`src/rtl/pipelined_addsub_pkg.sv`:
```
// Shared types, opcodes and flag helper for the pipelined adder/subtractor.
package addsub_pkg;

    typedef struct packed {
        logic carry;
        logic overflow;
        logic zero;
    } addsub_flags_t;

    localparam logic ADDSUB_OP_ADD = 1'b0;
    localparam logic ADDSUB_OP_SUB = 1'b1;

    // Signed overflow: operands agree in sign but the sum does not.
    function automatic logic addsub_ovf(input logic a_msb, input logic b_msb, input logic s_msb);
        return (a_msb == b_msb) && (s_msb != a_msb);
    endfunction

endpackage

```
`src/rtl/pipelined_addsub_if.sv`:
```
// Operand/result handshake bundle for pipelined_addsub.
interface pipelined_addsub_if #(
    parameter int WIDTH = 16
);
    logic             in_valid;
    logic             in_ready;
    logic [WIDTH-1:0] x;
    logic [WIDTH-1:0] y;
    logic             sub;
    logic             out_valid;
    logic             out_ready;
    logic [WIDTH-1:0] result;
    logic             carry;
    logic             overflow;
    logic             zero;

    modport master (
        output in_valid, x, y, sub, out_ready,
        input  in_ready, out_valid, result, carry, overflow, zero
    );

    modport slave (
        input  in_valid, x, y, sub, out_ready,
        output in_ready, out_valid, result, carry, overflow, zero
    );
endinterface

```
`src/rtl/pipelined_addsub_chunk.sv`:
```
// Combinational CHUNK-bit slice adder used once per pipeline stage.
module addsub_chunk #(
    parameter int CHUNK = 4
) (
    input  logic [CHUNK-1:0] a,
    input  logic [CHUNK-1:0] b,
    input  logic             cin,
    output logic [CHUNK-1:0] sum,
    output logic             cout
);
    assign {cout, sum} = {1'b0, a} + {1'b0, b} + {{CHUNK{1'b0}}, cin};
endmodule

```
`src/rtl/pipelined_addsub.sv`:
```
// Pipelined add/sub, one CHUNK slice per stage, valid/ready with backpressure.
// Optional signed saturation on overflow: `define PIPELINED_ADDSUB_SAT_EN.
module pipelined_addsub
    import addsub_pkg::*;
#(
    parameter int WIDTH = 16,
    parameter int CHUNK = 4
) (
    input logic               clk,
    input logic               rst,
    pipelined_addsub_if.slave bus
);
    localparam int STAGES = WIDTH / CHUNK;

    logic             adv;
    logic             out_valid_q;
    logic [WIDTH-1:0] result_q;
    addsub_flags_t    flags_q;

    assign adv           = !out_valid_q || bus.out_ready;
    assign bus.in_ready  = adv;
    assign bus.out_valid = out_valid_q;
    assign bus.result    = result_q;
    assign bus.carry     = flags_q.carry;
    assign bus.overflow  = flags_q.overflow;
    assign bus.zero      = flags_q.zero;

    // Stage k sees only the operand bits not yet consumed (a_in/b_in shrink
    // by CHUNK per stage) and grows the finished low result bits in s_nxt.
    for (genvar k = 0; k < STAGES; k++) begin : g_stage
        localparam int LO = k * CHUNK;
        localparam int IW = WIDTH - LO;

        logic [IW-1:0]       a_in;
        logic [IW-1:0]       b_in;
        logic                c_in;
        logic                v_in;
        logic [CHUNK-1:0]    csum;
        logic                cout;
        logic [LO+CHUNK-1:0] s_nxt;

        if (k == 0) begin : g_head
            assign a_in  = bus.x;
            assign b_in  = bus.y ^ {WIDTH{bus.sub}};
            assign c_in  = (bus.sub == ADDSUB_OP_SUB);
            assign v_in  = bus.in_valid;
            assign s_nxt = csum;
        end else begin : g_body
            assign a_in  = g_stage[k-1].g_fwd.x_q;
            assign b_in  = g_stage[k-1].g_fwd.y_q;
            assign c_in  = g_stage[k-1].g_fwd.c_q;
            assign v_in  = g_stage[k-1].g_fwd.v_q;
            assign s_nxt = {csum, g_stage[k-1].g_fwd.s_q};
        end

        addsub_chunk #(.CHUNK(CHUNK)) u_chunk (
            .a    (a_in[CHUNK-1:0]),
            .b    (b_in[CHUNK-1:0]),
            .cin  (c_in),
            .sum  (csum),
            .cout (cout)
        );

        if (k < STAGES - 1) begin : g_fwd
            logic                v_q;
            logic [IW-CHUNK-1:0] x_q;
            logic [IW-CHUNK-1:0] y_q;
            logic [LO+CHUNK-1:0] s_q;
            logic                c_q;

            always_ff @(posedge clk) begin
                if (rst) begin
                    v_q <= 1'b0;
                    x_q <= '0;
                    y_q <= '0;
                    s_q <= '0;
                    c_q <= 1'b0;
                end else if (adv) begin
                    v_q <= v_in;
                    x_q <= a_in[IW-1:CHUNK];
                    y_q <= b_in[IW-1:CHUNK];
                    s_q <= s_nxt;
                    c_q <= cout;
                end
            end
        end else begin : g_last
            logic             ovf;
            logic [WIDTH-1:0] res;
            addsub_flags_t    flags_d;

            always_comb begin
                ovf = addsub_ovf(a_in[CHUNK-1], b_in[CHUNK-1], s_nxt[WIDTH-1]);
                res = s_nxt;
`ifdef PIPELINED_ADDSUB_SAT_EN
                if (ovf) begin
                    res = a_in[CHUNK-1] ? {1'b1, {(WIDTH-1){1'b0}}} : {1'b0, {(WIDTH-1){1'b1}}};
                end
`endif
                flags_d.carry    = cout;
                flags_d.overflow = ovf;
                flags_d.zero     = (res == '0);
            end

            always_ff @(posedge clk) begin
                if (rst) begin
                    out_valid_q <= 1'b0;
                    result_q    <= '0;
                    flags_q     <= '0;
                end else if (adv) begin
                    out_valid_q <= v_in;
                    result_q    <= res;
                    flags_q     <= flags_d;
                end
            end
        end
    end
endmodule

```
`src/flat_wrapper.sv`:
```
// flat-port wrapper written by rule: the top's interface ports become plain ports
module pipelined_addsub_flat import addsub_pkg::*;
#(
    parameter int WIDTH = 16,
    parameter int CHUNK = 4
)
  (clk, rst, bus_in_valid, bus_x, bus_y, bus_sub, bus_out_ready, bus_in_ready, bus_out_valid, bus_result, bus_carry, bus_overflow, bus_zero);
  pipelined_addsub_if #(.WIDTH(WIDTH)) bus_i ();
  input logic clk;
  input logic rst;
  input wire logic [$bits(bus_i.in_valid)-1:0] bus_in_valid;
  input wire logic [$bits(bus_i.x)-1:0] bus_x;
  input wire logic [$bits(bus_i.y)-1:0] bus_y;
  input wire logic [$bits(bus_i.sub)-1:0] bus_sub;
  input wire logic [$bits(bus_i.out_ready)-1:0] bus_out_ready;
  output wire logic [$bits(bus_i.in_ready)-1:0] bus_in_ready;
  output wire logic [$bits(bus_i.out_valid)-1:0] bus_out_valid;
  output wire logic [$bits(bus_i.result)-1:0] bus_result;
  output wire logic [$bits(bus_i.carry)-1:0] bus_carry;
  output wire logic [$bits(bus_i.overflow)-1:0] bus_overflow;
  output wire logic [$bits(bus_i.zero)-1:0] bus_zero;
  assign bus_i.in_valid = bus_in_valid;
  assign bus_i.x = bus_x;
  assign bus_i.y = bus_y;
  assign bus_i.sub = bus_sub;
  assign bus_i.out_ready = bus_out_ready;
  assign bus_in_ready = bus_i.in_ready;
  assign bus_out_valid = bus_i.out_valid;
  assign bus_result = bus_i.result;
  assign bus_carry = bus_i.carry;
  assign bus_overflow = bus_i.overflow;
  assign bus_zero = bus_i.zero;
  pipelined_addsub #(.WIDTH(WIDTH), .CHUNK(CHUNK)) u_core (.clk(clk), .rst(rst), .bus(bus_i));
endmodule
```
`config.mk`:
```
export PLATFORM = sky130hd
export DESIGN_NAME = pipelined_addsub_flat
export DESIGN_NICKNAME = d
export VERILOG_FILES = /design/src/rtl/pipelined_addsub_pkg.sv /design/src/rtl/pipelined_addsub_if.sv /design/src/rtl/pipelined_addsub_chunk.sv /design/src/rtl/pipelined_addsub.sv /design/src/flat_wrapper.sv
export SDC_FILE = /design/constraint.sdc
export NUM_CORES = 1
export LEC_CHECK = 0
export ABC_AREA = 1
export CORE_MARGIN = 2
export CORE_UTILIZATION = 45
export DETAILED_ROUTE_END_ITERATION = 10
export PLACE_DENSITY = 0.68
export SYNTH_ARGS = -nofsm -noshare
export SYNTH_HDL_FRONTEND = slang
export SYNTH_SLANG_ARGS = --single-unit
export TNS_END_PERCENT = 100
```
`constraint.sdc`:
```
create_clock -name clk -period 4.2 [get_ports clk]
set_clock_uncertainty 0.2 [all_clocks]
set_input_delay 0.42 -clock clk [delete_from_list [all_inputs] [get_ports clk]]
set_output_delay 0.42 -clock clk [all_outputs]
set_load 0.005 [all_outputs]
```
==> impl_metrics.env, run 1 <==
export IMPL_core_area_mm2=0.00881
export IMPL_gp_congestion=0.800
export IMPL_synth_warnings=0
export IMPL_portBuffers=57
export IMPL_ys_ff_latch=98
export IMPL_hpwl_um=5370
export IMPL_maxSlewHeadroom_pct=39.8
export IMPL_clkTransAtPathRegs_ns=0.08
export IMPL_postCtsSetupRepairBufs=0
export IMPL_antenna_found_initial=0
export IMPL_max_freq_mhz=388
export IMPL_grt_max_degree=85
export IMPL_required_ns=4.25
export IMPL_cp_data_arrival_time_ns=2.63
export IMPL_final_hold_viol_count=0
export IMPL_hp_class="reg2reg"
export IMPL_cts_tree="yes"
export IMPL_post_route_period_util_pct=61.4
export IMPL_wl_per_cell_um=12.3
export IMPL_via_per_inst=5.08
export IMPL_ant_nets=0
export IMPL_cts_sinks=98
export IMPL_end_kind="register"
export IMPL_grt_pass1_vias=3235
export IMPL_clockBufferDepth=2
export IMPL_syn_inst=515
export IMPL_drc_errors=0
export IMPL_cts_hold_buf=0
export IMPL_area_growth_pct=18.9
export IMPL_num_fill_cells=856
export IMPL_rsz0062_at_grt="false"
export IMPL_ys_seq_area_share_pct=47.5
export IMPL_fp_dieW_um=99.8
export IMPL_path_class="in2reg"
export IMPL_syn_nets=571
export IMPL_drtPass1Iterations=4
export IMPL_setup_tns_final_ns=0
export IMPL_drive_gt1_share_pct=4.46
export IMPL_die_y_um=99.8
export IMPL_startpoint_type="primary input"
export IMPL_fin_nets=611
export IMPL_synth_area_mm2=0.00413
export IMPL_status="completed"
export IMPL_cts_buffers=9
export IMPL_tightest_slew_ns=0.901
export IMPL_insertion_delay_ns=0.36
export IMPL_cts_htree_levels=3
export IMPL_diodes=0
export IMPL_wl_um=8190
export IMPL_cts_root_buffer="clkbuf_8"
export IMPL_fp_dieArea_mm2=0.00997
export IMPL_powerDensity_mw_per_mm2=401
export IMPL_drv_cap=0
export IMPL_setup_viol=0
export IMPL_start_util_pct=46.9
export IMPL_ios=58
export IMPL_track_usage_pct=17.3
export IMPL_overflow=0
export IMPL_holdWs_ns=0.245
export IMPL_synthDistinctLibCells=26
export IMPL_peakVddDrop_uv=188
export IMPL_grt_pass1_wl_um=14200
export IMPL_path_max_fanout=16
export IMPL_syn_avg_cell_area_um2=8.03
export IMPL_drt_iter0_drc=118
export IMPL_min_period_ns=2.58
export IMPL_power_leakage_nw=2.01
export IMPL_routed_via_count=3391
export IMPL_fp_row_count=34
export IMPL_cts_resized_gates=0
export IMPL_maxSlewViolCount=0
==> cell usage in the layout (no fill, tap or decap), drive strengths merged, types with 2 or more instances in the layout <==
| cell | count |
|---|---|
| a21oi | 57 |
| buf | 4 |
| bufinv | 2 |
| clkbuf | 12 |
| clkdlybuf4s50 | 57 |
| clkinvlp | 2 |
| dfxtp | 98 |
| fa | 7 |
| ha | 12 |
| inv | 50 |
| nand2 | 22 |
| nand3 | 11 |
| nor2 | 103 |
| o21ai | 99 |
| xnor2 | 14 |
| xor2 | 5 |
==> where the power goes <==
| group | internal, mW | switching [mW] | total (mW) | leakage, nW |
|---|---|---|---|---|
| registers | 0.999 | 0.0357 | 1.04 | 0.807 |
| clock network | 0.352 | 0.310 | 0.663 | 0.103 |
| logic | 0.135 | 0.139 | 0.274 | 1.10 |
==> worst max-delay path, stage by stage <==
cell and delay, ns:
clkdlybuf4s50_1 0.88, xnor2_1 0.51, inv_1 0.09, ha_1 0.28
nand2_1 0.06, inv_1 0.03, nand2_1 0.07, nand2_1 0.05
nand2_1 0.06, nand3_1 0.06, nand2_1 0.09, inv_1 0.04
==> cells in the mapped netlist <==
cell      number  area, um2
o21ai_2        1       8.76
a31oi_1        1       6.26
ha_1          12        150
fa_1           7        140
nor2_1       103        387
nand3b_1       1       7.51
nand4_1        1       6.26
xor2_1         5       43.8
o21ai_1       25        125
nand2_4        1       11.3
inv_2          4       15.0
nand3_1       11       55.1
buf_6          1       11.3
inv_1         46        173
clkbuf_2       4       20.0
a21oi_2        1       8.76
buf_2         12       60.1
clkbuf_1       8       30.0
o21bai_1       1       7.51
o21ai_0       73        365
or2_1          1       6.26
dfxtp_1       98       1960
a21oi_1       56        280
xnor2_1       14        123
nand2_1       21       78.8
buf_4          7       52.6
==> flip-flops by register name, summed over array words and instances (netlist names) <==
register                  count
u_core.bus.result            16
u_core.g_stage.g_fwd.x_q     24
u_core.bus.overflow           1
u_core.g_stage.g_fwd.c_q      3
u_core.g_stage.g_fwd.y_q     24
u_core.bus.out_valid          1
u_core.g_stage.g_fwd.v_q      3
u_core.bus.zero               1
u_core.bus.carry              1
u_core.g_stage.g_fwd.s_q     24
==> stage by stage <==
stage	worst slack (ns)	utilization (%)	total power, mW	instance area, um2	instances
detailed placement	1.24	53.3	1.33	4700	652
finish	1.62	55.8	1.97	4920	668
CTS	1.61	55.8	1.99	4920	668
global placement	1.36	53.3	1.32	4700	652
floorplan	2.23	-	1.23	4130	515
global route	1.43	55.8	2.07	4920	668
==> path summary, 6_finish.rpt <==
check	endpoint	slack [ns]	from	depth (start not counted)
worst max-delay path	u_core.g_stage[0].g_fwd.s_q[3]	1.62	bus_sub	12
worst min-delay path	u_core.g_stage[1].g_fwd.y_q[0]	0.25	u_core.g_stage[0].g_fwd.y_q[4]	2
worst min register to register	u_core.g_stage[1].g_fwd.y_q[0]	0.25	u_core.g_stage[0].g_fwd.y_q[4]	2
worst max register to register	u_core.bus.zero	2.01	u_core.bus.out_valid	8
==> layer usage <==
| metal | up-vias | routed length (um) | global-route usage (%) |
|---|---|---|---|
| li1 | 1750 | - | - |
| met5 | - | 0 | 0 |
| met4 | 0 | 56 | 4.43 |
| met2 | 58 | 3880 | 30.2 |
| met1 | 1576 | 3980 | 21.8 |
| met3 | 7 | 279 | 3.76 |
==> cells by family (layout without fill, tap and decap cells) <==
logic type | count (synthesis) | in the layout | share of synthesized area, %
flip-flops | 98 | 98 | 47.5
AND/OR/NAND/NOR | 139 | 139 | 13.3
XOR/XNOR | 19 | 19 | 4.03
adder cells (fa/ha/maj) | 19 | 19 | 7.02
buffers and inverters | 82 | 127 | 8.75
AO/OA/AOI/OAI | 158 | 158 | 19.4
==> layout make-up <==
type	instances	area [um2]	share of cell area [%]
Clock buffer	12	145	2.95
Clock inverter	4	75.1	1.53
Inverter	50	188	3.82
Multi-Input combinational cell	335	1810	36.8
Sequential cell	98	1960	39.9
Tap cell	108	135	2.75
Timing Repair Buffer	61	601	12.2
(Power assumes the default switching activity.)
==> run 2, diff against run 1 <==
==> constraint.sdc (replaced) <==
create_clock -name clk -period 2.4 [get_ports clk]
set_clock_uncertainty 0.2 [all_clocks]
set_input_delay 0.24 -clock clk [delete_from_list [all_inputs] [get_ports clk]]
set_output_delay 0.24 -clock clk [all_outputs]
set_load 0.005 [all_outputs]
==> run 2 against run 1 <==
Global-route usage increased by 0.094 points. Cell area about the same. Hold slack about the same. Utilization about the same. Final cell count increased by 0.30%. Flip-flop and latch count unchanged.
==> impl_metrics.env, run 2 (synthesized netlist as in run 1, its figures left out) <==
export IMPL_insertion_delay_ns=0.35
export IMPL_post_route_period_util_pct=89.0
export IMPL_cts_tree="yes"
export IMPL_clkTransAtPathRegs_ns=0.09
export IMPL_seqCellArea_mm2=0.00196
export IMPL_pre_cts_ws_ns=0.196
export IMPL_required_ns=2.49
export IMPL_fp_dieW_um=99.8
export IMPL_pwr_share_clk_pct=30.2
export IMPL_core_area_mm2=0.00881
export IMPL_fin_nets=614
export IMPL_p_sw_share_pct=25.6
export IMPL_drtPass1Iterations=4
export IMPL_path_max_fanout=2
export IMPL_maxSlewHeadroom_pct=70.5
export IMPL_grt_max_degree=96
export IMPL_clockBufferDepth=2
export IMPL_cts_root_buffer="clkbuf_8"
export IMPL_grt_pass1_vias=3162
export IMPL_crit_top_cell="nor2_1"
export IMPL_hpwl_um=5400
export IMPL_grt_pass1_wl_um=14200
export IMPL_reg_top3="u_core.g_stage.g_fwd.s_q x24, u_core.g_stage.g_fwd.x_q x24, u_core.g_stage.g_fwd.y_q x24"
export IMPL_wl_per_cell_um=12.3
export IMPL_path_class="reg2reg"
export IMPL_postCtsSetupRepairBufs=0
export IMPL_fp_row_count=34
export IMPL_cts_resized_gates=0
export IMPL_num_fill_cells=827
export IMPL_track_usage_pct=17.4
export IMPL_fp_dieArea_mm2=0.00997
export IMPL_cts_hold_buf=0
export IMPL_slowest_stage="fa_1"
export IMPL_cts_buffers=9
export IMPL_dp_cells=655
export IMPL_start_util_pct=46.9
export IMPL_pwr_share_comb_pct=14.6
export IMPL_power_net_switching_mw=0.841
export IMPL_final_hold_viol_count=0
export IMPL_end_kind="register"
export IMPL_maxSlewViolCount=0
export IMPL_setup_ws_ns=0.263
export IMPL_powerDensity_mw_per_mm2=668
export IMPL_power_internal_mw=2.45
export IMPL_routed_via_count=3362
export IMPL_drive_gt1_share_pct=5.16
export IMPL_holdWs_ns=0.245
export IMPL_diodes=0
export IMPL_multi_input_area_mm2=0.00181
export IMPL_hp_class="reg2reg"
export IMPL_rsz0062_at_grt="false"
export IMPL_area_growth_pct=19.0
export IMPL_crit_path_max_incr_delay_ns=0.53
export IMPL_power_leakage_nw=2.02
export IMPL_portBuffers=57
export IMPL_crit_path_cell_trace="inv_1 > fa_1 > fa_1 > nand3_1 > nor2_1 > nand3_1 > nor2_1 > nor2_1 > nor2_1"
export IMPL_final_common_cell="nor2_1"
export IMPL_ios=58
export IMPL_tightest_slew_ns=0.443
export IMPL_setup_viol=0
export IMPL_gp_congestion=0.835
export IMPL_overflow=0
export IMPL_startpoint_type="register"
export IMPL_seq_power_share_pct=55.2
export IMPL_final_cell_mix="nor2_1 (103), dfxtp_1 (98), o21ai_0 (73), clkdlybuf4s50_1 (57), a21oi_1 (56)"
export IMPL_wl_um=8220
export IMPL_status="completed"
export IMPL_via_per_inst=5.02
export IMPL_min_period_ns=2.14
export IMPL_ant_nets=0
export IMPL_max_freq_mhz=468
export IMPL_peakVddDrop_uv=476
export IMPL_cp_data_arrival_time_ns=2.22
export IMPL_cts_htree_levels=3
export IMPL_setup_tns_final_ns=0
export IMPL_drt_iter0_drc=111
export IMPL_drv_cap=0
export IMPL_drc_errors=0
export IMPL_layout_cells_non_filler=670
export IMPL_antenna_found_initial=0
export IMPL_die_y_um=99.8
export IMPL_cts_sinks=98
## run 2: path summary, 6_finish.rpt
kind	slack [ns]	end	cells after the start	from
hold / removal	0.25	u_core.g_stage[1].g_fwd.y_q[3]	2	u_core.g_stage[0].g_fwd.y_q[7]
setup / recovery	0.26	u_core.bus.zero	9	u_core.g_stage[2].g_fwd.c_q
setup reg to reg	0.26	u_core.bus.zero	9	u_core.g_stage[2].g_fwd.c_q
hold reg to reg	0.25	u_core.g_stage[1].g_fwd.y_q[3]	2	u_core.g_stage[0].g_fwd.y_q[7]
## run 2: final cells by class
type	count	share of cell area, %
clock buffers	12	3.36
clock inverters	3	0.458
inverters	50	3.82
multi-input cells	335	36.8
flip-flops and latches	98	39.9
well taps	108	2.75
repair buffers	64	12.9
## run 2: layer usage
metal  GRT usage [%]  up-vias  wire, um
met3            4.18       10       310
met1            22.3     1530      4030
met4            6.11        0       127
li1                -     1751         -
met2            28.8       71      3750
met5               0        -         0
## run 2: per-stage QoR
stage / instance area (um2) / utilization (%) / power [mW]
2_1_floorplan: 4130 / - / 2.14
3_3_place_gp: 4730 / 53.7 / 2.31
3_5_place_dp: 4730 / 53.7 / 2.33
4_1_cts: 4920 / 55.9 / 3.32
5_1_grt: 4920 / 55.9 / 3.47
6_report: 4920 / 55.9 / 3.29
## run 2: critical path: cells and delay by family (launching register included)
family	cells	cell delay (ns)
simple gates	6	0.48
fa+ha+maj	2	0.99
flops	1	0.34
buf+inv	1	0.06
## run 2: power groups by stage
stage,clock (mW),sequential [mW],combinational [mW]
2_1_floorplan,0,1.84,0.309
3_3_place_gp,0,1.85,0.465
3_5_place_dp,0,1.85,0.476
4_1_cts,1.03,1.81,0.481
5_1_grt,1.10,1.83,0.542
6_report,0.994,1.81,0.479
==> run 3, diff against run 2 <==
--- a/config.mk
+++ b/config.mk
@@ -6,10 +6,9 @@
 export NUM_CORES = 1
 export LEC_CHECK = 0
 export ABC_AREA = 1
-export CORE_MARGIN = 2
-export CORE_UTILIZATION = 45
+export CORE_UTILIZATION = 30
 export DETAILED_ROUTE_END_ITERATION = 10
-export PLACE_DENSITY = 0.68
+export PLACE_DENSITY = 0.49
 export SYNTH_ARGS = -nofsm -noshare
 export SYNTH_HDL_FRONTEND = slang
 export SYNTH_SLANG_ARGS = --single-unit
==> run 3 against run 2 <==
Clock power up 55%. Utilization fell by 17 points. Critical path type unchanged. Global-route usage fell by 3.6 points. Critical endpoint unchanged. Highest routed layer unchanged.
==> impl_metrics.env, run 3 (synthesized netlist as in run 1, its figures left out) <==
export IMPL_drtPass1Iterations=4
export IMPL_grt_busiest_layer="met2"
export IMPL_grt_max_degree=55
export IMPL_final_hold_viol_count=0
export IMPL_die_y_um=119
export IMPL_cts_buffers=9
export IMPL_portBuffers=57
export IMPL_multi_input_area_mm2=0.00181
export IMPL_peakVddDrop_uv=327
export IMPL_use_met2_pct=25.5
export IMPL_cp_data_arrival_time_ns=2.18
export IMPL_fp_dieW_um=119
export IMPL_via_per_inst=4.58
export IMPL_grt_met3_usage_pct=3.45
export IMPL_cts_resized_gates=0
export IMPL_cts_htree_levels=3
export IMPL_holdWs_ns=0.246
export IMPL_power_mw=3.84
export IMPL_cts_root_buffer="clkbuf_16"
export IMPL_drc_errors=0
export IMPL_gp_congestion=0.804
export IMPL_startpoint_type="register"
export IMPL_maxSlewViolCount=0
export IMPL_min_period_ns=2.09
export IMPL_drive_gt1_share_pct=5.99
export IMPL_slowest_stage="fa_1"
export IMPL_path_max_fanout=2
export IMPL_seqCellArea_mm2=0.00196
export IMPL_wl_per_cell_um=12.2
export IMPL_rsz0062_at_grt="false"
export IMPL_clkTransAtPathRegs_ns=0.07
export IMPL_final_cell_mix="nor2_1 (103), dfxtp_1 (98), o21ai_0 (73), clkdlybuf4s50_1 (57), a21oi_1 (56)"
export IMPL_setup_tns_final_ns=0
export IMPL_crit_path_max_incr_delay_ns=0.52
export IMPL_status="completed"
export IMPL_final_common_cell="nor2_1"
export IMPL_clockBufferDepth=2
export IMPL_num_fill_cells=1403
export IMPL_wl_um=9100
export IMPL_fp_row_count=42
export IMPL_max_freq_mhz=479
export IMPL_diodes=0
export IMPL_end_kind="register"
export IMPL_crit_path_cell_trace="inv_1 > fa_1 > fa_1 > nand3_1 > nor2_1 > nand3_1 > nor2_1 > nor2_1 > nor2_1"
export IMPL_required_ns=2.49
export IMPL_overflow=0
export IMPL_grt_pass1_wl_um=15600
export IMPL_core_area_mm2=0.0133
export IMPL_cts_tree="yes"
export IMPL_power_leakage_nw=2.10
export IMPL_reg_top3="u_core.g_stage.g_fwd.s_q x24, u_core.g_stage.g_fwd.x_q x24, u_core.g_stage.g_fwd.y_q x24"
export IMPL_crit_top_cell="nor2_1"
export IMPL_setup_viol=0
export IMPL_cts_hold_buf=0
export IMPL_postCtsSetupRepairBufs=0
export IMPL_hp_class="reg2reg"
export IMPL_grt_pass1_vias=3403
export IMPL_powerDensity_mw_per_mm2=741
export IMPL_fin_nets=619
export IMPL_hpwl_um=6350
export IMPL_ant_nets=0
export IMPL_cts_sinks=98
export IMPL_track_usage_pct=13.8
export IMPL_fp_dieArea_mm2=0.0143
export IMPL_insertion_delay_ns=0.34
export IMPL_area_growth_pct=25.5
export IMPL_path_class="reg2reg"
export IMPL_routed_via_count=3406
export IMPL_antenna_found_initial=0
export IMPL_start_util_pct=31.0
export IMPL_maxSlewHeadroom_pct=75.1
export IMPL_post_route_period_util_pct=87.0
export IMPL_tightest_slew_ns=0.370
export IMPL_ios=58
export IMPL_drv_cap=0
export IMPL_grtUsageMet1_pct=15.6
export IMPL_drt_iter0_drc=148
## run 3: path summary, 6_finish.rpt
path                                    from                        endpoint  slack [ns]  depth (start not counted)
max              u_core.g_stage[2].g_fwd.c_q                 u_core.bus.zero        0.31                          9
min          u_core.g_stage[0].g_fwd.y_q[11]  u_core.g_stage[1].g_fwd.y_q[7]        0.25                          2
max reg2reg      u_core.g_stage[2].g_fwd.c_q                 u_core.bus.zero        0.31                          9
min reg2reg  u_core.g_stage[0].g_fwd.y_q[11]  u_core.g_stage[1].g_fwd.y_q[7]        0.25                          2
## run 3: worst max-delay path, delay by kind of cell, from the launching register on
kind | cells | cell delay, ns
flip-flops | 1 | 0.34
AND/OR/NAND/NOR | 6 | 0.46
buffers and inverters | 1 | 0.06
adder cells (fa/ha/maj) | 2 | 0.98
## run 3: cell type report
type	count	share of cell area, %
Timing Repair Buffer	69	13.2
Multi-Input combinational cell	335	34.9
Sequential cell	98	37.8
Clock inverter	5	1.50
Clock buffer	11	4.68
Inverter	50	3.62
Tap cell	176	4.25
## run 3: through the flow
step	std cells	utilization (%)	area (um2)	setup slack (ns)
floorplan	515	-	4130	0.427
global placement	728	36.5	4870	0.273
detailed placement	728	36.5	4870	0.213
CTS	744	38.9	5190	0.315
global route	744	38.9	5190	0.193
finish	744	38.9	5190	0.312
## run 3: metal layers
| metal | wire, um | vias up |
|---|---|---|
| met5 | 0 | - |
| met3 | 297 | 6 |
| met1 | 4110 | 1597 |
| met2 | 4630 | 44 |
| li1 | - | 1759 |
| met4 | 63 | 0 |
## run 3: power by group
part	internal (mW)	total, mW	leakage [nW]	switching (mW)
Combinational	0.243	0.486	1.14	0.242
Clock	0.938	1.54	0.156	0.603
Sequential	1.75	1.82	0.807	0.0653
==> RTL change 1, RTL diff (flow settings as in run 2) <==
`CHUNK` is set to 4 in 3 places; all go to 2.
--- a/src/rtl/pipelined_addsub_chunk.sv
+++ b/src/rtl/pipelined_addsub_chunk.sv
@@ -1,6 +1,6 @@
 // Combinational CHUNK-bit slice adder used once per pipeline stage.
 module addsub_chunk #(
-    parameter int CHUNK = 4
+    parameter int CHUNK = 2
 ) (
     input  logic [CHUNK-1:0] a,
     input  logic [CHUNK-1:0] b,
--- a/src/rtl/pipelined_addsub.sv
+++ b/src/rtl/pipelined_addsub.sv
@@ -4,7 +4,7 @@
     import addsub_pkg::*;
 #(
     parameter int WIDTH = 16,
-    parameter int CHUNK = 4
+    parameter int CHUNK = 2
 ) (
     input logic               clk,
     input logic               rst,
--- a/src/flat_wrapper.sv
+++ b/src/flat_wrapper.sv
@@ -2,7 +2,7 @@
 module pipelined_addsub_flat import addsub_pkg::*;
 #(
     parameter int WIDTH = 16,
-    parameter int CHUNK = 4
+    parameter int CHUNK = 2
 )
   (clk, rst, bus_in_valid, bus_x, bus_y, bus_sub, bus_out_ready, bus_in_ready, bus_out_valid, bus_result, bus_carry, bus_overflow, bus_zero);
   pipelined_addsub_if #(.WIDTH(WIDTH)) bus_i ();
Formal check against the unedited RTL: not equivalent (a bounded check fails within 10 cycles, from zero or initial values and one cycle with rst high).
==> RTL change 1 against run 2 <==
Power increased by 110%. Area after synthesis rose by 81%. Clock power rose to 3.2 times the old value. Final cell count grew 76%. Sequential share of layout area increased by 5.8 points. Worst setup slack better by 46 ps. Core utilization decreased by 1.9 points. Fmax grew 2.2%. Sequential cell count increased by 104. Sequential power rose by 95%. First-iteration DRC count rose to 3.3 times the old value. Design area up 80%. Wire length is 67% higher. Critical endpoint unchanged. Highest routed layer unchanged.
==> RTL change 1: results <==
set metrics [dict create \
    layout-drive-gt1-share_pct 5.01 \
    cp_slowest_cell "fa_1" \
    grt_antenna_before_repair 0 \
    worstHoldStart "bus_y[8]" \
    vdd_drop_max_uv 456 \
    worstMarginPinSlew_ps 475 \
    crit_fanout 3 \
    clk_pin_slew_worst_paths_ps 60 \
    numCtsBuffers 21 \
    synth_area_leaders "dfxtp_1, nor2_1, o21ai_0, a21oi_1, fa_1" \
    grt_usage_pct 15.7 \
    reg_top3 "u_core.g_stage.g_fwd.s_q x56, u_core.g_stage.g_fwd.x_q x56, u_core.g_stage.g_fwd.y_q x56" \
    post_cts_buffers 0 \
    worstReg2RegStart "u_core.g_stage[6].g_fwd.c_q" \
    initialDrtViolationCount 366 \
    hold_depth 3 \
    reg2regPathDepth 7 \
    syn-instance-count 920 \
    vias 5618 \
    fillCellCount 1581 \
    cts_root_buf "clkbuf_16" \
    outcome "finished, final reports clean" \
    critPathMaxStageDelay_ps 590 \
    synth_nets 973 \
    synth_common_cells "nor2_1, dfxtp_1, o21ai_0" \
    viasPerCell 4.77 \
    grt_max_degree 104 \
    port_buffers 57 \
    diodes 0 \
    rrSetupSlack_ps 310 \
    leakagePower_uw 0.00387 \
    seq_area_frac_synth_pct 54.1 \
    firstDrtPassIters 4 \
    grt_pass1_wl_um 23600 \
    routedWlPerCell_um 11.6 \
    clockBufferDepth 3 \
    synth_cell_types 20 \
    min_to "u_core.g_stage[0].g_fwd.y_q[6]" \
    place_congestion 0.783 \
    clk_latency_ps 480 \
    hpwlAfterDp_um 8500 \
    nets 998 \
    cp.arrival_ps 2300 \
    grt_pass1_vias 5166 \
    hp-class "input port to flip-flop" \
    dp.cells 1142 \
    cts_max_level 1 \
]
==> RTL change 1: how the worst max path moves through the flow <==
stage / from / endpoint / slack, ps / cells past startpoint
CTS: u_core.g_stage[6].g_fwd.c_q / u_core.bus.zero / 290 / 7
global placement: u_core.g_stage[6].g_fwd.c_q / u_core.bus.zero / 370 / 7
floorplan: u_core.g_stage[6].g_fwd.c_q / u_core.bus.zero / 430 / 7
finish: u_core.g_stage[6].g_fwd.c_q / u_core.bus.zero / 310 / 7
detailed placement: u_core.g_stage[6].g_fwd.c_q / u_core.bus.overflow / 330 / 7
global route: u_core.g_stage[6].g_fwd.c_q / u_core.bus.zero / 170 / 7
==> RTL change 1: metal layers <==
metal	GRT usage, %	share of wire, %	wire [um]
met5	0	0	0
met4	4.12	1.6	223
met3	3.14	5.1	695
met2	25.1	43	5960
met1	22.0	50	6840
==> RTL change 1: critical path, delay by kind of cell (launching register included) <==
| kind | cells | cell delay [ps] |
|---|---|---|
| simple gates | 3 | 260 |
| flops | 1 | 330 |
| compound gates | 1 | 130 |
| fa+ha+maj | 2 | 1040 |
| buf+inv | 1 | 60 |
==> RTL change 1: kinds of logic after synthesis <==
group / Yosys count / synth area share, %
adder cells (fa/ha/maj): 16 / 4.18
buffers and inverters: 126 / 7.48
XOR/XNOR: 7 / 0.820
AO/OA/AOI/OAI: 275 / 18.5
AND/OR/NAND/NOR: 294 / 14.9
flip-flops: 202 / 54.1
==> RTL change 1: stage by stage <==
stage          total power, uW  hold slack (ps)  setup slack (ps)  cell area [um^2]  utilization [%]
2_1_floorplan             3780              109               428              7480                -
3_3_place_gp              3910              232               368              8160             49.7
3_5_place_dp              3920              233               331              8160             49.7
4_1_cts                   7090              150               291              8850             53.9
5_1_grt                   7290              177               170              8850             53.9
6_report                  7020              163               309              8850             53.9
==> RTL change 1: cell type report <==
class	instances	area, um^2	area share [%]
Clock inverter	4	45.0	0.509
Tap cell	220	275	3.11
Inverter	58	225	2.55
Sequential cell	202	4040	45.7
Clock buffer	33	641	7.24
Timing Repair Buffer	70	743	8.40
Multi-Input combinational cell	592	2870	32.5
==> RTL change 1: report_power, final <==
part	total (uW)	switching (uW)	internal, uW	leakage [uW]
logic	319	163	156	0.00188
registers	3530	55.0	3480	0.00165
clock network	3170	1230	1930	0.000341
==> RTL change 2, RTL diff (config.mk and constraints of run 2) <==
Without the edit above. Make the reset (`rst`) asynchronous in 2 clocked blocks.
--- a/src/rtl/pipelined_addsub.sv
+++ b/src/rtl/pipelined_addsub.sv
@@ -68,7 +68,7 @@
             logic [LO+CHUNK-1:0] s_q;
             logic                c_q;
 
-            always_ff @(posedge clk) begin
+            always_ff @(posedge clk or posedge rst) begin
                 if (rst) begin
                     v_q <= 1'b0;
                     x_q <= '0;
@@ -101,7 +101,7 @@
                 flags_d.zero     = (res == '0);
             end
 
-            always_ff @(posedge clk) begin
+            always_ff @(posedge clk or posedge rst) begin
                 if (rst) begin
                     out_valid_q <= 1'b0;
                     result_q    <= '0;
Behaviour: differs if rst is asserted again (counterexample within 4 cycles, from zero or initial values and one cycle with rst high); with rst held inactive, the same outputs for 10 cycles.
==> RTL change 2 against run 2 <==
Design area increased by 8.9%. Area after synthesis rose by 6.3%. Sequential cell count stayed put. Via count decreased by 3.0%. Wire length is 1.7% lower. Sequential share of layout area is 5.9 points higher. Worst setup slack gained 130 ps. Final cell count up 3.7%. Largest cell class unchanged.
Power is not compared: it rests on default switching activity, and its combinational part moved more than twofold at a synthesized area within 25%.
==> RTL change 2: results <==
set metrics [dict create \
    dp.cells 679 \
    worstReg2RegStart "u_core.g_stage[2].g_fwd.c_q" \
    grt_pass1_vias 3054 \
    grt_pass1_wl_um 13800 \
    numCtsBuffers 9 \
    avgSynthCellArea_um2 8.74 \
    cp.arrival_ps 2060 \
    synth_common_cells "nand2_1, dfrtp_1, o21ai_0" \
    viasPerCell 4.69 \
    initialDrtViolationCount 179 \
    synth_nets 559 \
    synth_area_leaders "dfrtp_1, nand2_1, o21ai_0, ha_1, fa_1" \
    yosysTopAreaCellShare_pct 55.8 \
    outcome "finished, final reports clean" \
    critPathMaxStageDelay_ps 460 \
    seq_area_frac_synth_pct 55.8 \
    leakagePower_uw 0.00267 \
    nets 613 \
    rrSetupSlack_ps 390 \
    wirelength_um 8080 \
    clk_latency_ps 370 \
    relSlewSlack_pct 64.1 \
    vdd_drop_max_uv 459 \
    grt_usage_pct 16.8 \
    clk_pin_slew_worst_paths_ps 100 \
    hpwlAfterDp_um 5460 \
    placed_area_um2 5110 \
    synth_cell_types 20 \
    post_cts_resize_count 0 \
    vias 3260 \
    layout-drive-gt1-share_pct 4.80 \
    grt_max_degree 92 \
    hp-class "input port to asynchronous set/reset pin" \
    r2r-end "u_core.bus.zero" \
    place_congestion 0.851 \
]
==> RTL change 2: cell count changes in the layout (fill, tap and decap cells not counted), moves of 18 or more <==
cell and change:
a21oi_1 -48, dfrtp_1 +98, dfxtp_1 -98, inv_1 -18, nand2_1 +214, nor2_1 -79
o21ai_0 -40, o21ai_1 -25
==> RTL change 2: cell type report <==
| cell class | count | area, um^2 |
|---|---|---|
| fill | 916 | 4280 |
| tap | 133 | 166 |
| inverter | 30 | 116 |
| sequential | 98 | 2450 |
| timing repair buffer | 65 | 656 |
| clock buffer | 9 | 124 |
| multi-input combinational | 353 | 1720 |
| clock inverter | 7 | 124 |
==> RTL change 2: kinds of logic (layout without fill, tap and decap cells) <==
| kind of cell | after synthesis | after routing | synth area share (%) |
|---|---|---|---|
| buf+inv | 52 | 111 | 5.15 |
| flops | 98 | 98 | 55.8 |
| fa+ha+maj | 19 | 19 | 6.60 |
| simple gates | 276 | 276 | 24.5 |
| compound gates | 43 | 43 | 5.01 |
| xor+xnor | 15 | 15 | 2.99 |
==> RTL change 2: worst max-delay path: cells and delay by family, from the launching register on <==
family	cells	cell delay [ps]
adders and majority gates	2	890
and+or+nand+nor	4	200
DFF	1	410
buffers and inverters	2	150
AOI/OAI and AO/OA	1	70
==> RTL change 2: worst max path at each step <==
stage                                     end  depth (start not counted)  slack (ps)                        start
2_1_floorplan                 u_core.bus.zero                          9         520  u_core.g_stage[2].g_fwd.c_q
3_3_place_gp   u_core.g_stage[0].g_fwd.s_q[3]                         11         220                      bus_sub
3_5_place_dp   u_core.g_stage[0].g_fwd.s_q[3]                         11         110                      bus_sub
4_1_cts                       u_core.bus.zero                          9         380  u_core.g_stage[2].g_fwd.c_q
5_1_grt           u_core.g_stage[1].g_fwd.c_q                          6         270  u_core.g_stage[0].g_fwd.c_q
6_report                      u_core.bus.zero                          9         390  u_core.g_stage[2].g_fwd.c_q
==> RTL change 2: power breakdown <==
part / switching [uW] / total (uW) / internal (uW)
Clock: 591 / 1290 / 701
Combinational: 1290 / 2360 / 1060
Sequential: 422 / 2800 / 2370
Total: 2300 / 6440 / 4140
==> RTL change 2: routing by layer <==
metal / track usage [%] / wire [um] / up-vias
met3: 3.73 / 290 / 10
met5: 0 / 0 / -
met1: 22.5 / 3960 / 1534
met4: 6.38 / 110 / 0
met2: 27.1 / 3720 / 59
li1: - / - / 1657
==> RTL change 2: stage by stage <==
| stage | power, uW | utilization [%] | hold slack (ps) | worst slack (ps) |
|---|---|---|---|---|
| after floorplan | 4360 | - | 150 | 519 |
| after global placement | 5110 | 53.0 | 234 | 221 |
| after detailed placement | 5200 | 53.0 | 249 | 111 |
| after CTS | 6510 | 55.6 | 65.2 | 383 |
| after global routing | 7040 | 55.6 | 90.5 | 275 |
| final | 6440 | 55.6 | 57.8 | 394 |
